**src/rtl/uart_rx.sv**
```systemverilog
// uart_rx: 8N1 serial receiver with a one-byte holding register.
// The serial input is synchronized, and a frame starts on a falling edge.
// Each bit is sampled at the middle of its bit time.
// Received bytes are offered to the CPU through a level irr/ack handshake.
// An overrun is flagged when a byte completes while the holding register is occupied.
// A framing error is flagged when the stop bit is sampled low.
module uart_rx #(
  parameter int CLKS_PER_BIT = 868
) (
  input  logic       clk,
  input  logic       reset,
  input  logic       rxd,
  output logic [7:0] rx_data,
  output logic       irr,
  input  logic       ack,
  output logic       overrun,
  output logic       frame_err
);

  localparam int CNT_W = $clog2(CLKS_PER_BIT);
  localparam logic [CNT_W-1:0] BIT_LAST  = CNT_W'(CLKS_PER_BIT - 1);
  localparam logic [CNT_W-1:0] HALF_LAST = CNT_W'((CLKS_PER_BIT / 2) - 1);

  // Receive FSM encoding
  localparam logic [1:0] RX_IDLE  = 2'd0;
  localparam logic [1:0] RX_START = 2'd1;
  localparam logic [1:0] RX_DATA  = 2'd2;
  localparam logic [1:0] RX_STOP  = 2'd3;

  // Holding FSM encoding
  localparam logic [1:0] H_EMPTY = 2'd0;
  localparam logic [1:0] H_FULL  = 2'd1;
  localparam logic [1:0] H_ACKED = 2'd2;

  logic             sync_meta_r;
  logic             rxd_s;
  logic             rxd_p;
  logic [1:0]       rx_state_r;
  logic [CNT_W-1:0] cnt_r;
  logic [2:0]       bit_idx_r;
  logic [7:0]       shift_r;
  logic             byte_done_r;
  logic             stop_bad_r;
  logic [1:0]       hold_state_r;
  logic [1:0]       hold_next_s;
  logic             load_s;
  logic             drop_s;

  // Two-flop synchronizer on the pin plus a delayed copy for falling-edge detection
  always_ff @(posedge clk) begin
    if (reset) begin
      sync_meta_r <= 1'b1;
      rxd_s       <= 1'b1;
      rxd_p       <= 1'b1;
    end else begin
      sync_meta_r <= rxd;
      rxd_s       <= sync_meta_r;
      rxd_p       <= rxd_s;
    end
  end

  // Receive FSM: start detection, mid-bit sampling and stop-bit check
  always_ff @(posedge clk) begin
    if (reset) begin
      rx_state_r  <= RX_IDLE;
      cnt_r       <= '0;
      bit_idx_r   <= 3'd0;
      shift_r     <= 8'd0;
      byte_done_r <= 1'b0;
      stop_bad_r  <= 1'b0;
    end else begin
      byte_done_r <= 1'b0;
      stop_bad_r  <= 1'b0;
      case (rx_state_r)
        RX_IDLE: begin
          cnt_r <= '0;
          if (!rxd_s && rxd_p) begin
            rx_state_r <= RX_START;
          end else begin
            rx_state_r <= RX_IDLE;
          end
        end
        RX_START: begin
          if (cnt_r == HALF_LAST) begin
            cnt_r     <= '0;
            bit_idx_r <= 3'd0;
            // A high line at mid-start means the falling edge was only a glitch
            if (rxd_s) begin
              rx_state_r <= RX_IDLE;
            end else begin
              rx_state_r <= RX_DATA;
            end
          end else begin
            cnt_r <= cnt_r + CNT_W'(1);
          end
        end
        RX_DATA: begin
          if (cnt_r == BIT_LAST) begin
            cnt_r            <= '0;
            shift_r[bit_idx_r] <= rxd_s;
            if (bit_idx_r == 3'd7) begin
              rx_state_r <= RX_STOP;
            end else begin
              bit_idx_r <= bit_idx_r + 3'd1;
            end
          end else begin
            cnt_r <= cnt_r + CNT_W'(1);
          end
        end
        RX_STOP: begin
          if (cnt_r == BIT_LAST) begin
            cnt_r      <= '0;
            rx_state_r <= RX_IDLE;
            if (rxd_s) begin
              byte_done_r <= 1'b1;
            end else begin
              stop_bad_r <= 1'b1;
            end
          end else begin
            cnt_r <= cnt_r + CNT_W'(1);
          end
        end
        default: begin
          rx_state_r <= RX_IDLE;
          cnt_r      <= '0;
        end
      endcase
    end
  end

  // Holding FSM next state.
  // A completed byte is dropped whenever the CPU still owns the register or is still acknowledging.
  always_comb begin
    hold_next_s = hold_state_r;
    load_s      = 1'b0;
    drop_s      = 1'b0;
    case (hold_state_r)
      H_EMPTY: begin
        // ack is ignored here so a stale acknowledge cannot retire an unseen byte
        if (byte_done_r) begin
          hold_next_s = H_FULL;
          load_s      = 1'b1;
        end else begin
          hold_next_s = H_EMPTY;
        end
      end
      H_FULL: begin
        drop_s = byte_done_r;
        if (ack) begin
          hold_next_s = H_ACKED;
        end else begin
          hold_next_s = H_FULL;
        end
      end
      H_ACKED: begin
        if (ack) begin
          hold_next_s = H_ACKED;
          drop_s      = byte_done_r;
        end else if (byte_done_r) begin
          hold_next_s = H_FULL;
          load_s      = 1'b1;
        end else begin
          hold_next_s = H_EMPTY;
        end
      end
      default: begin
        hold_next_s = H_EMPTY;
      end
    endcase
  end

  // Holding register, handshake state and registered status outputs
  always_ff @(posedge clk) begin
    if (reset) begin
      hold_state_r <= H_EMPTY;
      rx_data      <= 8'd0;
      irr          <= 1'b0;
      overrun      <= 1'b0;
      frame_err    <= 1'b0;
    end else begin
      hold_state_r <= hold_next_s;
      irr          <= (hold_next_s == H_FULL);
      frame_err    <= stop_bad_r;
      if (load_s) begin
        rx_data <= shift_r;
      end
      if (drop_s) begin
        overrun <= 1'b1;
      end
    end
  end

endmodule

```
**config.mk**
```make
export PLATFORM = sky130hd
export DESIGN_NAME = uart_rx
export DESIGN_NICKNAME = d
export VERILOG_FILES = /design/src/rtl/uart_rx.sv
export SDC_FILE = /design/constraint.sdc
export NUM_CORES = 1
export LEC_CHECK = 0
export CAP_MARGIN = 20
export CORE_MARGIN = 2
export CORE_UTILIZATION = 45
export CTS_CLUSTER_SIZE = 40
export DETAILED_ROUTE_END_ITERATION = 12
export HOLD_SLACK_MARGIN = 0.02
export PLACE_DENSITY = 0.61
export SYNTH_ARGS = -nofsm -noshare
export SYNTH_HDL_FRONTEND = slang
export SYNTH_SLANG_ARGS = --single-unit
```
**constraint.sdc**
```tcl
create_clock -name clk -period 2.29 [get_ports clk]
set_input_delay 0.3435 -clock clk [delete_from_list [all_inputs] [get_ports clk]]
set_output_delay 0.3435 -clock clk [all_outputs]
set_load 0.01 [all_outputs]
```
==> metrics <==
chip height=67.1 um; initial antenna violation count=0; status=finished, final reports clean; Tmin final=around 1900 ps; fin. max-slew vios=0; CTS buffer count=5; n_diodes=0; switching power=0.000260 W; pre-CTS setup slack=just under 400 ps; final clock skew=4.17 ps; slowest CP cell=a31oi_2; Longest Clk Path Bufs=2; post-synthesis compound-gate area fraction=5.16%; CP cell instances=ha_1, nor4bb_1, a31oi_1, a31oi_2, nor2_1; num ports=15; Worst setup EP type=flop; drt wl/cell=12.4 um; Hold Vio Cnt, Final=0; Total Power=0.00127 W; CTS tree=built; # rows=22; synth top area cells=dfxtp_1 46%, mux2i_1 10%, ha_1 5.6%; Core Util, Final=55.6%; Pint=0.00101 W; Multi-input gate area=918 sq um; register area=slightly above 800 sq um; Post-synth EDFFs=0; Comb power frac=3.2%; Synth Net Count=199; DR pass1 iterations=2; Worst VDD drop=0.317 mV; IO buf count=14; share of cells above drive strength 1=~8.3%; Area Growth Syn to Fin=16.0%; Setup Total Neg Slack=0 ps; CTS Sinks=41; Sw Share=20.5%; H-tree lvl count=2; YS warnings=0; final setup violation count=0; # Max-Cap Violations=0; synthesis-stage register bit count=41; Starting Density=a little under half; Async S/R FF share, synth=0%; cell area after layout=2080 sq um; synthesized area=1790 sq um; Startpoint Class=flop; largest family of logic cells by synthesized area=simple AND/OR/NAND/NOR gates; Final #Nets=215; Tightest Pin Transition=around 580 ps; Synth Area in Adders=5.58%; Iter 0 DRT Violations=19; WL final=3130 um; largest area contributor in the netlist=dfxtp_1; type of the worst min-delay path=flop to flop; CTS root buffer=clkbuf_8; Setup Buffers After CTS=0; WP data arrival=2040 ps; first-pass GRT wire length=5600 um; kind of critical path=flop to flop; gr ovfl total=0; simple-gate portion of the synthesized area=25.0%; ys flop type=dfxtp_1; via count=1320; Post-Synth XOR/XNOR Area=between 3 and 4%; sequential share of the synthesized area=45.7%; full die area=4510 sq um; hold_buf cts=0; count of different cell masters after synthesis=39; RePlAce Congestion=0.778; Synth Instances=187; clk slew on worst S/H paths=70 ps; worst-skew pair later-pin latency=approximately 280 ps; maximum clock frequency=about 0.53 GHz; Flop pwr share=between 50% and 60%; Power Density=609 nW/um^2; vias in the first global route=~1.3k; WP data required=2440 ps; Post-DP Area=1980 sq um; Leak=0.871 nW; DP HPWL=roughly 2300 um; share of total power in the clock network=around two fifths; RSZ-0062 raised after global routing=no; Critical Path Fanout Max=10; Die X=67.1 um; post-synth top area share=45.7%; CP peak stage delay=480 ps; max_slew headroom=61.2%; largest net degree at the start of global routing=19; antenna-violating nets left=0; fin worst setup slack=about 410 ps; Syn Area/Cell=9.59 sq um; most common cell in the netlist=dfxtp_1; All-Layer GR Usage=16.6%; number of remaining DRC errors=0; Tcrit/Tclk final=82.2%; Core Region=3740 sq um; post-synthesis mux area share=11.5%; Post-synth top cells=41 x dfxtp_1, 21 x nor2_1, 18 x mux2i_1; Vias per Instance=5.24; post-cts resize count=0; Fill cells=352
-- through the flow --
stage,instances,hold WS (ps)
5_1_grt,252,439
3_3_place_gp,244,405
4_1_cts,252,418
3_5_place_dp,244,396
6_report,252,414
2_1_floorplan,187,389
-- worst paths after layout --
path | cells after the start | start | end | slack [ps]
max | 5 | cnt_r[0] | cnt_r[2] | 410
min | 1 | sync_meta_r | rxd_s | 410
max reg2reg | 5 | cnt_r[0] | cnt_r[2] | 410
min reg2reg | 1 | sync_meta_r | rxd_s | 410
-- state kept, by name, indices dropped and copies added, names as in the netlist, named ones only --
| signal | flops |
|---|---|
| bit_idx_r | 3 |
| byte_done_r | 1 |
| cnt_r | 10 |
| frame_err | 1 |
| hold_state_r | 2 |
| irr | 1 |
| overrun | 1 |
| rx_data | 8 |
| rx_state_r | 1 |
| rxd_p | 1 |
| rxd_s | 1 |
| shift_r | 8 |
| stop_bad_r | 1 |
| sync_meta_r | 1 |
-- power groups by stage --
stage / Sequential, W / Clock [W] / Combinational, W
finish: 0.000725 / 0.000502 / 0.0000400
global route: 0.000727 / 0.000547 / 0.0000445
CTS: 0.000725 / 0.000515 / 0.0000405
detailed placement: 0.000742 / 0 / 0.0000403
global placement: 0.000742 / 0 / 0.0000400
floorplan: 0.000738 / 0 / 0.0000299
-- critical path, delay by kind of cell (launching register included) --
| kind | cells | cell delay, ps |
|---|---|---|
| AO/OA/AOI/OAI | 2 | 650 |
| adder cells (fa/ha/maj) | 1 | 220 |
| flip-flops | 1 | 390 |
| AND/OR/NAND/NOR | 2 | 490 |
-- layer usage --
metal	vias up	global-route usage, %	part of all wire (%)
met2	10	27.7	46
met4	0	7.65	1.6
li1	677	-	-
met1	628	20.1	50
met3	5	4.00	1.9
met5	-	0	0
-- layout make-up --
class                   count  share of cell area (%)
flip-flops and latches     41                    39.4
clock buffers               7                    4.63
inverters                   5                   0.901
multi-input cells         133                    44.1
repair buffers             17                    7.81
well taps                  48                    2.88
clock inverters             1                   0.240
-- placed cells by master (no fill, tap or decap), types with 2 or more instances in the layout --
cell type	instances
nor2b_1	7
clkdlybuf4s50_1	14
nor3b_1	3
nor4bb_1	2
nand3_1	9
mux2i_1	18
and3_1	4
or2_2	2
inv_1	5
nand2b_1	3
nand2_1	17
nor3_1	3
nor2_1	21
clkbuf_8	7
nand4_1	5
a31oi_1	3
dfxtp_1	41
xnor2_1	2
ha_1	8
o21a_1	2
buf_4	3
nand4b_1	3
xor2_1	6
-- cells by family after synthesis --
logic type	count (synthesis)
fa+ha+maj	8
simple gates	85
mux	20
flops	41
buf+inv	13
compound gates	12
xor+xnor	8
(Power assumes the default switching activity.)
